--- src/rtl/memory_access.sv ---
// rtl/memory_access.sv - memory stage: data-memory requests, store lane packing, load extraction, E-stage registers
module memory_access #(
   parameter int DATA_WIDTH = 32
) (
   input  logic                  clk,
   input  logic                  rst,
   input  logic                  RegWriteD,
   input  logic                  MemWriteD,
   input  logic [1:0]            ResultSrcD,
   input  logic [DATA_WIDTH-1:0] PCPlus4D,
   input  logic [DATA_WIDTH-1:0] ALUResultD,
   input  logic [DATA_WIDTH-1:0] MemWriteDataD,
   input  logic [DATA_WIDTH-1:0] UpperImmExtD,
   input  logic [4:0]            RdD,
   input  logic [2:0]            Funct3D,
   output logic                  dmem_req,
   output logic                  dmem_we,
   output logic [DATA_WIDTH-1:0] dmem_addr,
   output logic [DATA_WIDTH-1:0] dmem_wdata,
   output logic [3:0]            dmem_be,
   input  logic                  dmem_ready,
   input  logic [DATA_WIDTH-1:0] dmem_rdata,
   output logic                  StallM,
   output logic [DATA_WIDTH-1:0] ForwardALUResultDH,
   output logic                  RegWriteE,
   output logic [1:0]            ResultSrcE,
   output logic [4:0]            RdE,
   output logic [DATA_WIDTH-1:0] PCPlus4E,
   output logic [DATA_WIDTH-1:0] ALUResultE,
   output logic [DATA_WIDTH-1:0] ReadDataE,
   output logic [DATA_WIDTH-1:0] UpperImmExtE,
   output logic                  MemFaultE
);

   typedef enum logic {IDLE = 1'b0, WAIT = 1'b1} state_t;

   state_t      state;
   logic        is_load;
   logic        mem_op;
   logic        bad_funct3;
   logic        misaligned;
   logic        fault;
   logic        legal;
   logic [1:0]  lane;
   logic [7:0]  ld_byte;
   logic [15:0] ld_half;
   logic [31:0] load_data;

   always_comb begin
      is_load    = (ResultSrcD == 2'b01);
      mem_op     = MemWriteD | is_load;
      lane       = ALUResultD[1:0];
      bad_funct3 = (Funct3D == 3'b011) | (Funct3D == 3'b110) | (Funct3D == 3'b111)
                 | (MemWriteD & Funct3D[2]);
      misaligned = 1'b0;
      if (Funct3D[1:0] == 2'b01)
         misaligned = lane[0];
      else if (Funct3D[1:0] == 2'b10)
         misaligned = (lane != 2'b00);
      fault = mem_op & (bad_funct3 | misaligned);
      legal = mem_op & ~fault;
   end

   // Gating with rst drops the request and stall in the same cycle reset rises
   assign dmem_req           = legal & ~rst;
   assign StallM             = dmem_req & ~dmem_ready;
   assign dmem_we            = MemWriteD;
   assign dmem_addr          = {ALUResultD[31:2], 2'b00};
   assign ForwardALUResultDH = ALUResultD;

   always_comb begin
      dmem_be    = 4'b1111;
      dmem_wdata = MemWriteDataD;
      if (MemWriteD) begin
         case (Funct3D[1:0])
            2'b00: begin
               dmem_be    = 4'b0001 << lane;
               dmem_wdata = {4{MemWriteDataD[7:0]}};
            end
            2'b01: begin
               dmem_be    = lane[1] ? 4'b1100 : 4'b0011;
               dmem_wdata = {2{MemWriteDataD[15:0]}};
            end
            default: ;
         endcase
      end
   end

   always_comb begin
      ld_byte = dmem_rdata[{lane, 3'b000} +: 8];
      ld_half = lane[1] ? dmem_rdata[31:16] : dmem_rdata[15:0];
      case (Funct3D)
         3'b000:  load_data = {{24{ld_byte[7]}}, ld_byte};
         3'b001:  load_data = {{16{ld_half[15]}}, ld_half};
         3'b100:  load_data = {24'd0, ld_byte};
         3'b101:  load_data = {16'd0, ld_half};
         default: load_data = dmem_rdata;
      endcase
   end

   always_ff @(posedge clk or posedge rst) begin
      if (rst) begin
         state        <= IDLE;
         RegWriteE    <= 1'b0;
         ResultSrcE   <= 2'b00;
         RdE          <= 5'd0;
         PCPlus4E     <= '0;
         ALUResultE   <= '0;
         ReadDataE    <= '0;
         UpperImmExtE <= '0;
         MemFaultE    <= 1'b0;
      end else begin
         case (state)
            IDLE: if (StallM) state <= WAIT;
            WAIT: if (dmem_ready || !dmem_req) state <= IDLE;
         endcase
         // A stalled cycle issues a bubble; data fields hold so forwarding stays stable
         if (StallM) begin
            RegWriteE <= 1'b0;
            MemFaultE <= 1'b0;
         end else begin
            RegWriteE    <= RegWriteD & ~MemWriteD & ~fault;
            ResultSrcE   <= ResultSrcD;
            RdE          <= RdD;
            PCPlus4E     <= PCPlus4D;
            ALUResultE   <= ALUResultD;
            ReadDataE    <= (legal & is_load) ? load_data : '0;
            UpperImmExtE <= UpperImmExtD;
            MemFaultE    <= fault;
         end
      end
   end

endmodule

--- config.mk ---
export PLATFORM = sky130hd
export DESIGN_NAME = memory_access
export DESIGN_NICKNAME = d
export VERILOG_FILES = /design/src/rtl/memory_access.sv
export SDC_FILE = /design/constraint.sdc
export NUM_CORES = 1
export LEC_CHECK = 0
export CAP_MARGIN = 20
export CORE_AREA = 4 4 161 163
export CTS_BUF_LIST = sky130_fd_sc_hd__clkbuf_16
export CTS_CLUSTER_SIZE = 30
export DETAILED_ROUTE_END_ITERATION = 12
export DIE_AREA = 0 0 165 167
export HOLD_SLACK_MARGIN = 0.03
export PLACE_DENSITY = 0.65
export SYNTH_ARGS = -nofsm -noshare
export SYNTH_HDL_FRONTEND = slang
export SYNTH_SLANG_ARGS = --single-unit
--- constraint.sdc ---
create_clock -name clk -period 5.8 [get_ports clk]
set_clock_uncertainty 0.15 [all_clocks]
set_input_delay 1.16 -clock clk [delete_from_list [all_inputs] [get_ports clk]]
set_output_delay 1.16 -clock clk [all_outputs]
set_load 0.005 [all_outputs]
==> metrics.csv <==
stage,metric,value,unit
synthesis,sequential fraction of the synthesis area,50.4,%
power_and_ir_drop,switching share of power,22.6,%
grt,vias in the first global route,6037,
power_and_ir_drop,clock power share,44.1,%
power_and_ir_drop,Logic pwr share,18.4,%
drt,initial drt markers,281,
power_and_ir_drop,sw power,0.624,mW
power_and_ir_drop,Static Leak,4.62,nW
worst_hold_path,hold path depth,2,
placed_design,dpl ws,0.885,ns
synthesis,"top cells by count, synth","dfrtp_1, mux2_1, buf_4",
critical_path,r2r endpoint,ALUResultE[29],
drt,drt total wl,23.8,mm
synthesis,Post-Synthesis Cells,570,
clock_tree,TritonCTS clock tree,yes,
clock_tree,H-tree Lvls,4,
grt,GRT Util Overall,16.9,%
drt,Antenna Nets Post-Route,0,
grt,total grt overflow,0,
power_and_ir_drop,Pwr Density,244,nW/um^2
timing,Final Hold Fails,0,
drt,drt pass-1 iters,4,
placed_design,Buffers on Ports,412,
floorplan,Die Span X,165,um
power_and_ir_drop,sequential fraction of design power,37.5,%
drt,routed length per instance,19.1,um
layout,# diodes,0,
timing,slew margin rel.,42.7,%
critical_path,Required @ worst endpoint,4.49,ns
clock_tree,CTS Root Cell,clkbuf_16,
timing,worst-margin pin slew,0.859,ns
floorplan,IO Count,415,
timing,"Slew Viols, Final",0,
synthesis,synthesized flop and latch total,137,
drt,vias,5581,
floorplan,die area,27600,sq um
synthesis,ys flop type,dfrtp_1,
synthesis,mapped cell area,6810,sq um
drt,# DRC,0,
synthesis,synth top area cells,"dfrtp_1, mux2_1, buf_4",
synthesis,Yosys warning count,0,
placed_design,dpl cell area,10600,sq um
clock_tree,CTS buffer count,17,
timing,RSZ-0062 raised after global routing,no,
grt,first-pass GRT wire length,35.7,mm
layout,Finished Cell Area,11300,sq um
worst_hold_path,min-delay src,ReadDataE[15],
critical_path,FF-to-FF setup slack,4.85,ns
clock_tree,post-CTS setup buffers,0,
synthesis,ys async rst share,100,%
timing,Final min period,4.88,ns
critical_path,R2R depth,1,
power_and_ir_drop,VDD IR-drop max,144,uV
grt,initial antenna violation count,0,
grt,pin count of the biggest net entering global routing,138,
clock_tree,clk_lat worst skew,0.41,ns
timing,final setup margin,0.919,ns
floorplan,row count,57,
critical_path,class of the most critical setup path,in -> out,
clock_tree,"CTS clk-pin slew, worst paths",0.06,ns
synthesis,Synth Area per Inst,11.9,sq um
critical_path,worst-path fanout max,25,
outcome,outcome,"complete, no violations",
worst_hold_path,Hold Path Sink,ReadDataE[15],
timing,Max Freq,205,MHz
power_and_ir_drop,Internal,2.13,mW
flow_run,Max Cap Violations,0,
placed_design,placer congestion estimate,0.875,
floorplan,Die H,167,um
clock_tree,Sink Count,137,
timing,final setup vio count,0,
clock_tree,hold_buf cts,0,
worst_hold_path,hold crit path type,reg -> reg,
clock_tree,CTS max path bufs,2,
layout,Util after Layout,46.5,%
synthesis,synth unique cells,39,
layout,Filler cells,2227,
synthesis,most numerous cell in the Yosys netlist,dfrtp_1,
floorplan,core area,24300,sq um
layout,layout cells sized above 1,8.06,%
synthesis,share of the synthesized area in the top cell type,50.4,%
timing,TNS Setup,0,ns
placed_design,dpl hpwl,18.4,mm
floorplan,Initial Utilization,28.0,%
synthesis,number of flops mapped to enable cells by yosys,0,
critical_path,CP arrival,3.57,ns
critical_path,Crit. End Element,output port,
synthesis,"area leader, netlist",dfrtp_1,
drt,via density per instance,4.49,
layout,layout net count,1082,
critical_path,startpoint types,input pin,
clock_tree,Post-CTS Resized,0,
timing,period utilisation layout,84.2,%
critical_path,source of the worst register-to-register timing path,ALUResultE[29],
layout,Area Overhead vs Synth,65.9,%
layout by cell type, fill, tap and decap left out, types with 7 or more instances in the layout:
cell type | netlist | routed
a32o_1 | 7 | 7
buf_4 | 74 | 9
clkbuf_16 | 0 | 17
clkdlybuf4s50_1 | 0 | 412
dfrtp_1 | 137 | 137
mux2_1 | 84 | 84
mux2_2 | 26 | 26
mux2i_1 | 22 | 22
nand2_1 | 57 | 57
nand2b_1 | 11 | 11
nor2_1 | 8 | 8
nor2b_1 | 23 | 23
o21ai_0 | 36 | 36
o21ai_1 | 8 | 8
power groups by stage:
stage	clock [mW]	sequential, mW	combinational (mW)
after floorplan	0	1.06	0.178
after global placement	0	1.05	0.513
after detailed placement	0	1.05	0.514
after CTS	1.25	1.03	0.517
after global routing	1.30	1.04	0.549
final	1.22	1.03	0.508
critical path: stages:
cell	delay (ns)
clkdlybuf4s50_1	0.62
nand2b_1	0.09
buf_4	0.21
nor2_1	0.62
mux2_2	0.42
clkdlybuf4s50_1	0.45
sequential cells by signal, indices dropped and copies added (netlist names):
register / count
ALUResultE: 32
MemFaultE: 1
PCPlus4E: 32
RdE: 5
ReadDataE: 32
RegWriteE: 1
ResultSrcE: 2
UpperImmExtE: 32
worst max path at each step:
| stage | start | to | cells after the start |
|---|---|---|---|
| after global routing | MemWriteD | dmem_wdata[11] | 6 |
| after detailed placement | MemWriteD | dmem_wdata[11] | 6 |
| after global placement | MemWriteD | dmem_wdata[11] | 6 |
| final | MemWriteD | dmem_wdata[11] | 6 |
| after floorplan | rst | ALUResultE[0] | 1 |
| after CTS | MemWriteD | dmem_wdata[11] | 6 |
final cells by class:
class | instances | area [sq um] | share of cell area (%)
Clock buffer | 17 | 425 | 3.77
Clock inverter | 13 | 229 | 2.03
Inverter | 5 | 23.8 | 0.210
Multi-Input combinational cell | 323 | 2570 | 22.7
Sequential cell | 137 | 3430 | 30.3
Tap cell | 324 | 405 | 3.59
Timing Repair Buffer | 423 | 4220 | 37.3
metal layers:
layer / wire [um] / GRT usage, % / up-vias
met5: 0 / 0 / -
li1: - / - / 2600
met4: 402 / 4.63 / 0
met2: 12300 / 30.3 / 277
met3: 2200 / 5.46 / 24
met1: 8870 / 19.0 / 2680
per-stage QoR:
stage / std cells / power, mW / hold WS [ns]
after CTS: 1241 / 2.81 / 0.329
after global placement: 1211 / 1.56 / 0.306
after global routing: 1242 / 2.89 / 0.347
final: 1242 / 2.76 / 0.319
after floorplan: 571 / 1.23 / 0.313
after detailed placement: 1211 / 1.57 / 0.314
kinds of logic after synthesis:
logic type	Yosys count	synth area share (%)
flip-flops	137	50.4
multiplexers	133	21.8
buffers and inverters	111	12.0
AO/OA/AOI/OAI	78	8.00
other	1	0.0551
AND/OR/NAND/NOR	110	7.87
Power figures use the tool's default switching activity.
